--- config.mk ---
export PLATFORM = sky130hd
export DESIGN_NAME = cram_diag_loader_flat
export DESIGN_NICKNAME = d
export VERILOG_FILES = /design/src/rtl/cram_diag_loader_if.sv /design/src/rtl/cram_diag_loader.sv /design/src/flat_wrapper.sv
export SDC_FILE = /design/constraint.sdc
export NUM_CORES = 1
export LEC_CHECK = 0
export ABC_AREA = 1
export BUFFER_PORTS_ARGS = -buffer_cell sky130_fd_sc_hd__buf_2
export CAP_MARGIN = 20
export CELL_PAD_IN_SITES_DETAIL_PLACEMENT = 1
export CELL_PAD_IN_SITES_GLOBAL_PLACEMENT = 1
export CORE_MARGIN = 8
export CORE_UTILIZATION = 38
export DETAILED_ROUTE_END_ITERATION = 10
export PLACE_DENSITY_LB_ADDON = 0.1
export SYNTH_ARGS = -nofsm -noshare
export SYNTH_HDL_FRONTEND = slang
export SYNTH_SLANG_ARGS = --single-unit
--- constraint.sdc ---
create_clock -name clk_dia_h -period 2 [get_ports clk_dia_h]
set_input_delay 0.5 -clock clk_dia_h [delete_from_list [all_inputs] [get_ports clk_dia_h]]
set_output_delay 0.5 -clock clk_dia_h [all_outputs]
set_load 0.02 [all_outputs]
--- src/rtl/cram_diag_loader_if.sv ---
// -----------------------------------------------------------------------------
// cram_diag_loader_if
// Groups the request/status handshake of the CRAM diagnostic loader together
// with the diagnostic function bus it drives toward the crm slice boards.
//
// Request handshake:
//   ld_req_h is a level request. It is accepted on any rising clock edge where
//   the loader is in IDLE (ld_busy_h low). Inputs ld_verify_h, ld_adr_h and
//   ld_word_h are captured on that same edge and may change freely afterwards.
//   Requests seen while ld_busy_h is high are dropped, not queued.
//   ld_done_h pulses for one cycle at the end, and ld_err_h/ld_err_field_h
//   stay valid until the next accept.
//
// Signals:
//   ld_req_h, ld_verify_h, ld_adr_h, ld_word_h : request side (into loader)
//   ld_busy_h, ld_done_h, ld_err_h, ld_err_field_h : status (out of loader)
//   diag_adr_h, diag_func_h, diag_strobe_h, diag_rd_h, diag_data_h :
//                                                  diag function bus (out)
//   ebus_d_h : read-back data from the selected slice field (into loader)
//   dbg_state_h : current FSM state code (out, debug only)
//
// Modports: master = the loader, slave = the controller/slice environment.
// -----------------------------------------------------------------------------
interface cram_diag_loader_if #(
   parameter int FIELDS  = 8,
   parameter int FIELD_W = 12,
   parameter int ADR_W   = 11
);
   logic                       ld_req_h;
   logic                       ld_verify_h;
   logic [ADR_W-1:0]           ld_adr_h;
   logic [FIELDS*FIELD_W-1:0]  ld_word_h;
   logic                       ld_busy_h;
   logic                       ld_done_h;
   logic                       ld_err_h;
   logic [2:0]                 ld_err_field_h;
   logic [ADR_W-1:0]           diag_adr_h;
   logic [6:0]                 diag_func_h;
   logic                       diag_strobe_h;
   logic                       diag_rd_h;
   logic [FIELD_W-1:0]         diag_data_h;
   logic [FIELD_W-1:0]         ebus_d_h;
   logic [3:0]                 dbg_state_h;

   modport master (
      input  ld_req_h, ld_verify_h, ld_adr_h, ld_word_h, ebus_d_h,
      output ld_busy_h, ld_done_h, ld_err_h, ld_err_field_h,
      output diag_adr_h, diag_func_h, diag_strobe_h, diag_rd_h, diag_data_h,
      output dbg_state_h
   );

   modport slave (
      output ld_req_h, ld_verify_h, ld_adr_h, ld_word_h, ebus_d_h,
      input  ld_busy_h, ld_done_h, ld_err_h, ld_err_field_h,
      input  diag_adr_h, diag_func_h, diag_strobe_h, diag_rd_h, diag_data_h,
      input  dbg_state_h
   );
endinterface

--- src/rtl/cram_diag_loader.sv ---
// -----------------------------------------------------------------------------
// cram_diag_loader
// Diagnostic-side initiator that writes one CRAM microword into the slice
// array as a sequence of field-wide load functions (050+n), optionally reading
// each field back with read functions (140+n) and comparing against the word.
//
// Ports:
//   clk_dia_h   : diagnostic clock, all state on the rising edge
//   mr_reset_l  : asynchronous active-low reset, aborts any operation
//   bus         : cram_diag_loader_if.master (request/status + diag bus + EBUS)
//
// Per-field sequence: SETUP, STROBE (STB_W cycles), HOLD,
//   [RSETUP, RWAIT (RD_LAT cycles), RSAMPLE when verifying], NEXT.
// After the last field a single DONE cycle pulses ld_done_h.
// -----------------------------------------------------------------------------
module cram_diag_loader #(
   parameter int FIELDS  = 8,
   parameter int FIELD_W = 12,
   parameter int ADR_W   = 11,
   parameter int STB_W   = 2,
   parameter int RD_LAT  = 3
) (
   input  logic                clk_dia_h,
   input  logic                mr_reset_l,
   cram_diag_loader_if.master  bus
);

   localparam int IDX_W = 3;
   localparam int CNT_W = 4;

   localparam logic [3:0] S_IDLE    = 4'd0;
   localparam logic [3:0] S_SETUP   = 4'd1;
   localparam logic [3:0] S_STROBE  = 4'd2;
   localparam logic [3:0] S_HOLD    = 4'd3;
   localparam logic [3:0] S_RSETUP  = 4'd4;
   localparam logic [3:0] S_RWAIT   = 4'd5;
   localparam logic [3:0] S_RSAMPLE = 4'd6;
   localparam logic [3:0] S_NEXT    = 4'd7;
   localparam logic [3:0] S_DONE    = 4'd8;

   localparam logic [IDX_W-1:0] LAST_N   = IDX_W'(FIELDS - 1);
   localparam logic [CNT_W-1:0] STB_LAST = CNT_W'(STB_W - 1);
   localparam logic [CNT_W-1:0] RD_LAST  = CNT_W'(RD_LAT - 1);
   localparam logic [6:0]       F_LOAD   = 7'o050;
   localparam logic [6:0]       F_READ   = 7'o140;

   logic [3:0]                state_q, state_d;
   logic [IDX_W-1:0]          n_q, n_d;
   logic [CNT_W-1:0]          cnt_q, cnt_d;
   logic [ADR_W-1:0]          adr_q, adr_d;
   logic [FIELDS*FIELD_W-1:0] word_q, word_d;
   logic                      verify_q, verify_d;
   logic                      err_q, err_d;
   logic [IDX_W-1:0]          err_field_q, err_field_d;
   logic [FIELD_W-1:0]        field_cur;

   assign field_cur = word_q[int'(n_q)*FIELD_W +: FIELD_W];

   // Next-state and datapath update
   always_comb begin
      state_d     = state_q;
      n_d         = n_q;
      cnt_d       = cnt_q;
      adr_d       = adr_q;
      word_d      = word_q;
      verify_d    = verify_q;
      err_d       = err_q;
      err_field_d = err_field_q;
      case (state_q)
         S_IDLE: begin
            if (bus.ld_req_h) begin
               adr_d       = bus.ld_adr_h;
               word_d      = bus.ld_word_h;
               verify_d    = bus.ld_verify_h;
               err_d       = 1'b0;
               err_field_d = '0;
               n_d         = '0;
               cnt_d       = '0;
               state_d     = S_SETUP;
            end
         end
         S_SETUP: begin
            cnt_d   = '0;
            state_d = S_STROBE;
         end
         S_STROBE: begin
            if (cnt_q == STB_LAST) state_d = S_HOLD;
            else                   cnt_d   = cnt_q + 1'b1;
         end
         S_HOLD: begin
            state_d = verify_q ? S_RSETUP : S_NEXT;
         end
         S_RSETUP: begin
            cnt_d   = '0;
            state_d = S_RWAIT;
         end
         S_RWAIT: begin
            if (cnt_q == RD_LAST) state_d = S_RSAMPLE;
            else                  cnt_d   = cnt_q + 1'b1;
         end
         S_RSAMPLE: begin
            // Only the first mismatching field is recorded.
            if ((bus.ebus_d_h != field_cur) && !err_q) begin
               err_d       = 1'b1;
               err_field_d = n_q;
            end
            state_d = S_NEXT;
         end
         S_NEXT: begin
            if (n_q == LAST_N) begin
               state_d = S_DONE;
            end else begin
               n_d     = n_q + 1'b1;
               state_d = S_SETUP;
            end
         end
         S_DONE:  state_d = S_IDLE;
         default: state_d = S_IDLE;
      endcase
   end

   always_ff @(posedge clk_dia_h or negedge mr_reset_l) begin
      if (!mr_reset_l) begin
         state_q     <= S_IDLE;
         n_q         <= '0;
         cnt_q       <= '0;
         adr_q       <= '0;
         word_q      <= '0;
         verify_q    <= 1'b0;
         err_q       <= 1'b0;
         err_field_q <= '0;
      end else begin
         state_q     <= state_d;
         n_q         <= n_d;
         cnt_q       <= cnt_d;
         adr_q       <= adr_d;
         word_q      <= word_d;
         verify_q    <= verify_d;
         err_q       <= err_d;
         err_field_q <= err_field_d;
      end
   end

   // Bus outputs decoded from state; everything idles at zero so the slices
   // see a quiet bus outside an operation and immediately on reset.
   always_comb begin
      bus.diag_adr_h    = '0;
      bus.diag_func_h   = 7'o000;
      bus.diag_strobe_h = 1'b0;
      bus.diag_rd_h     = 1'b0;
      bus.diag_data_h   = '0;
      case (state_q)
         S_SETUP, S_STROBE, S_HOLD: begin
            bus.diag_adr_h    = adr_q;
            bus.diag_func_h   = F_LOAD + 7'(n_q);
            bus.diag_data_h   = field_cur;
            bus.diag_strobe_h = (state_q == S_STROBE);
         end
         S_RSETUP, S_RWAIT, S_RSAMPLE: begin
            bus.diag_adr_h  = adr_q;
            bus.diag_func_h = F_READ + 7'(n_q);
            bus.diag_data_h = field_cur;
            bus.diag_rd_h   = 1'b1;
         end
         S_NEXT:  bus.diag_adr_h = adr_q;
         default: ;
      endcase
   end

   always_comb begin
      bus.ld_busy_h      = (state_q != S_IDLE);
      bus.ld_done_h      = (state_q == S_DONE);
      bus.ld_err_h       = err_q;
      bus.ld_err_field_h = err_field_q;
      bus.dbg_state_h    = state_q;
   end

endmodule

--- src/flat_wrapper.sv ---
// flat-port wrapper written by rule: the top's interface ports become plain ports
module cram_diag_loader_flat 
#(
   parameter int FIELDS  = 8,
   parameter int FIELD_W = 12,
   parameter int ADR_W   = 11,
   parameter int STB_W   = 2,
   parameter int RD_LAT  = 3
)
  (clk_dia_h, mr_reset_l, bus_ld_req_h, bus_ld_verify_h, bus_ld_adr_h, bus_ld_word_h, bus_ebus_d_h, bus_ld_busy_h, bus_ld_done_h, bus_ld_err_h, bus_ld_err_field_h, bus_diag_adr_h, bus_diag_func_h, bus_diag_strobe_h, bus_diag_rd_h, bus_diag_data_h, bus_dbg_state_h);
  cram_diag_loader_if #(.FIELDS(FIELDS), .FIELD_W(FIELD_W), .ADR_W(ADR_W)) bus_i ();
  input  logic clk_dia_h;
  input  logic mr_reset_l;
  input wire logic [$bits(bus_i.ld_req_h)-1:0] bus_ld_req_h;
  input wire logic [$bits(bus_i.ld_verify_h)-1:0] bus_ld_verify_h;
  input wire logic [$bits(bus_i.ld_adr_h)-1:0] bus_ld_adr_h;
  input wire logic [$bits(bus_i.ld_word_h)-1:0] bus_ld_word_h;
  input wire logic [$bits(bus_i.ebus_d_h)-1:0] bus_ebus_d_h;
  output wire logic [$bits(bus_i.ld_busy_h)-1:0] bus_ld_busy_h;
  output wire logic [$bits(bus_i.ld_done_h)-1:0] bus_ld_done_h;
  output wire logic [$bits(bus_i.ld_err_h)-1:0] bus_ld_err_h;
  output wire logic [$bits(bus_i.ld_err_field_h)-1:0] bus_ld_err_field_h;
  output wire logic [$bits(bus_i.diag_adr_h)-1:0] bus_diag_adr_h;
  output wire logic [$bits(bus_i.diag_func_h)-1:0] bus_diag_func_h;
  output wire logic [$bits(bus_i.diag_strobe_h)-1:0] bus_diag_strobe_h;
  output wire logic [$bits(bus_i.diag_rd_h)-1:0] bus_diag_rd_h;
  output wire logic [$bits(bus_i.diag_data_h)-1:0] bus_diag_data_h;
  output wire logic [$bits(bus_i.dbg_state_h)-1:0] bus_dbg_state_h;
  assign bus_i.ld_req_h = bus_ld_req_h;
  assign bus_i.ld_verify_h = bus_ld_verify_h;
  assign bus_i.ld_adr_h = bus_ld_adr_h;
  assign bus_i.ld_word_h = bus_ld_word_h;
  assign bus_i.ebus_d_h = bus_ebus_d_h;
  assign bus_ld_busy_h = bus_i.ld_busy_h;
  assign bus_ld_done_h = bus_i.ld_done_h;
  assign bus_ld_err_h = bus_i.ld_err_h;
  assign bus_ld_err_field_h = bus_i.ld_err_field_h;
  assign bus_diag_adr_h = bus_i.diag_adr_h;
  assign bus_diag_func_h = bus_i.diag_func_h;
  assign bus_diag_strobe_h = bus_i.diag_strobe_h;
  assign bus_diag_rd_h = bus_i.diag_rd_h;
  assign bus_diag_data_h = bus_i.diag_data_h;
  assign bus_dbg_state_h = bus_i.dbg_state_h;
  cram_diag_loader #(.FIELDS(FIELDS), .FIELD_W(FIELD_W), .ADR_W(ADR_W), .STB_W(STB_W), .RD_LAT(RD_LAT)) u_core (.clk_dia_h(clk_dia_h), .mr_reset_l(mr_reset_l), .bus(bus_i));
endmodule
==> flow_metrics.env <==
export IMPL_status="finished with violations"
export IMPL_violations="negative setup slack"
export IMPL_min_path_type="input port to flop"
export IMPL_ys_ff_latch=123
export IMPL_rows=47
export IMPL_finalSetupViolations=31
export IMPL_yosysTopAreaCell="dfrtp_1"
export IMPL_netlist_area_leader_share_pct=49.1
export IMPL_crit_family="flip-flops"
export IMPL_antenna_left=0
export IMPL_synthTopCellsByArea="dfrtp_1 (49%), nand2_1 (16%), o21ai_0 (8.9%)"
export IMPL_cts_tree="yes"
export IMPL_grtUsageTotal_pct=22.5
export IMPL_htreeDepth=4
export IMPL_postPlaceCellArea_um2=7680
export IMPL_crit_buf_inv=3
export IMPL_finish_instance_area_um2=8940
export IMPL_syn_area_um2=6260
export IMPL_maxSlewViolCount=0
export IMPL_utilization_pct=54.7
export IMPL_synth_warnings=0
export IMPL_synthXorXnorAreaFrac_pct=0.280
export IMPL_synthArstFlopShare_pct=100
export IMPL_grt_pass1_vias=6812
export IMPL_max_stage_delay_ns=0.47
export IMPL_cp_cell_sequence="buf_12, nand2_1, nand3_2, nand3_2, nand2_1, buf_4, nor2_4, buf_6"
export IMPL_syn_nets=983
export IMPL_path_class="flop to output port"
export IMPL_syn_avg_cell_area_um2=7.33
export IMPL_insertion_delay_ns=0.43
export IMPL_rsz0062_at_grt="yes"
export IMPL_pre_cts_slack_ns=-0.0902
export IMPL_n_antenna_cell=0
export IMPL_grt_pass1_wl_mm=35.9
export IMPL_synthTopCellsByCount="nand2_1 (274), inv_1 (140), dfrtp_1 (123)"
export IMPL_dp_hpwl_mm=16.0
export IMPL_fmax_mhz=430
export IMPL_post_place_cells=1236
export IMPL_seq_area_frac_synth_pct=49.1
export IMPL_period_needed_ns=2.33
export IMPL_coreArea_um2=16300
export IMPL_start_util_pct=38.3
export IMPL_clockBufferDepth=2
export IMPL_path_max_fanout=25
export IMPL_first_pass_iters=4
export IMPL_cts_root_buf="clkbuf_16"
export IMPL_ios=165
export IMPL_die_y_um=144
export IMPL_antenna_found_initial=3
export IMPL_finalNonFillerCells=1289
export IMPL_synth_top_family_by_area="simple AND/OR/NAND/NOR gates"
export IMPL_die_area_um2=20800
export IMPL_worst_clock_skew_ns=0.00930
export IMPL_cap_violations=0
export IMPL_port_buffers=163
export IMPL_numClockSinks=123
export IMPL_grt_max_degree=69
export IMPL_area_growth_synth_to_final_pct=42.8
export IMPL_grt_ovfl_total=0
export IMPL_synthAdderAreaFrac_pct=0.999
export IMPL_via_count=6217
export IMPL_yosys_area_share_simple_pct=26.9
export IMPL_timing_final_ws_setup_ns=-0.326
export IMPL_synth_edf_count=0
export IMPL_arrival_ns=1.83
export IMPL_wl_mm=22.5
export IMPL_synth_ff_type="dfrtp_1"
export IMPL_powerDensity_nw_per_um2=1750
export IMPL_synth_compound_area_share_pct=10.1
export IMPL_leakagePower_nw=4.58
export IMPL_vdd_ir_drop_max_v=0.00104
export IMPL_startpoint_type="flop"
export IMPL_hold_viol_final=0
export IMPL_drive_gt1_share_pct=32.0
export IMPL_place_congestion=0.834
export IMPL_yosys_mux_area_fraction_pct=0
export IMPL_required_ns=1.50
export IMPL_vias_per_cell=4.82
export IMPL_remaining_drc_errors=0
export IMPL_fin_tns_setup_ns=-5.74
export IMPL_synthCells=855
export IMPL_wl_per_cell_um=17.4
export IMPL_drtIter0Drc=296
export IMPL_synth_most_common_cell="nand2_1"
export IMPL_min_period_over_period_pct=116
export IMPL_cts_buffers=17
export IMPL_cp_slowest_cell="dfrtp_2"
export IMPL_clk_pin_slew_ns=0.06
export IMPL_die_x_um=144
export IMPL_synth_cell_types=24
export IMPL_nNetsFinal=1184
export IMPL_end_kind="output port"
-- routing by layer --
| metal | wire length, um | part of all wire [%] | track usage [%] | up-vias |
|---|---|---|---|---|
| met4 | 396 | 1.8 | 7.89 | 6 |
| met1 | 9860 | 44 | 28.3 | 2994 |
| li1 | - | - | - | 3037 |
| met2 | 10800 | 48 | 36.8 | 149 |
| met5 | 31 | 0.14 | 0 | - |
| met3 | 1380 | 6.1 | 5.74 | 31 |
-- tightest hold or removal path, cell delays in order --
cell and delay, ns:
buf_2 0.07, nand2_1 0.04, o21ai_0 0.05
-- cell type report --
| cell class | count | area [um^2] |
|---|---|---|
| clock inverter | 11 | 121 |
| inverter | 143 | 549 |
| multi-input combinational | 546 | 2790 |
| fill | 2047 | 7410 |
| sequential | 123 | 3080 |
| timing repair buffer | 225 | 1670 |
| tap | 220 | 275 |
| clock buffer | 21 | 450 |
-- registers in the layout (all words and copies together) (netlist names) --
signal                     count
u_core.word_q                 96
u_core.bus.ld_err_field_h      3
u_core.bus.dbg_state_h         4
u_core.cnt_q                   4
u_core.adr_q                  11
u_core.verify_q                1
u_core.bus.ld_err_h            1
u_core.n_q                     3
-- path summary, 6_finish.rpt --
| check | start | endpoint | slack, ns | depth (start not counted) |
|---|---|---|---|---|
| min in group asynchronous | mr_reset_l | u_core.word_q[44]$_DFFE_PN0P_ | 0.44 | 2 |
| worst max-delay path | u_core.n_q[0]$_DFFE_PN0P_ | bus_diag_data_h[10] | -0.33 | 8 |
| max in group asynchronous | mr_reset_l | u_core.bus.dbg_state_h[0]$_DFFE_PN0P_ | 0.93 | 3 |
| worst min-delay path | bus_ld_adr_h[1] | u_core.adr_q[1]$_DFFE_PN0P_ | 0.28 | 3 |
| worst max register to register | u_core.n_q[0]$_DFFE_PN0P_ | u_core.bus.ld_err_field_h[2]$_DFFE_PN0P_ | -0.01 | 14 |
| worst min register to register | u_core.word_q[4]$_DFFE_PN0P_ | u_core.word_q[4]$_DFFE_PN0P_ | 0.47 | 2 |
-- report_power, final --
group	switching [mW]	internal, mW	leakage [nW]	total (mW)
logic	5.17	3.40	2.78	8.57
registers	0.424	3.65	1.52	4.08
clock network	1.16	1.86	0.277	3.02
-- cell usage in the layout, fill, tap and decap left out, drive strengths merged --
master,count
nor3,6
xor2,2
o22ai,3
nor2,44
nand3b,1
ha,5
bufinv,2
clkinv,8
o21ai,112
o211ai,4
clkinvlp,2
a31oi,1
clkbuf,21
nand3,88
dlygate4sd3,1
conb,1
inv,142
nand2,276
a211oi,1
dfrtp,123
buf,224
a21oi,2
-- cell families (layout without fill, tap and decap cells) --
logic type	Yosys count	in the layout
other	1	1
and+or+nand+nor	415	415
DFF	123	123
buffers and inverters	186	400
xor gates and xnor gates	2	2
adders and majority gates	5	5
AOI/OAI and AO/OA	123	123
-- per-stage QoR --
step | hold slack, ns | total power, mW
finish | 0.276 | 15.7
global route | 0.275 | 16.8
CTS | 0.267 | 15.3
detailed placement | 0.330 | 11.0
global placement | 0.332 | 10.8
floorplan | 0.204 | 8.50
-- timing repair --
item                                    in CTS  in global routing
endpoints found under the hold margin        5                  0
buffers inserted                            15                  5
endpoints found under the setup margin      33                 36
resized for setup                          113                 48
gates cloned                                 1                  0
hold buffers                                 1                  0
pin swaps                                    4                  9
No activity file was read; power rests on OpenSTA's default activity.
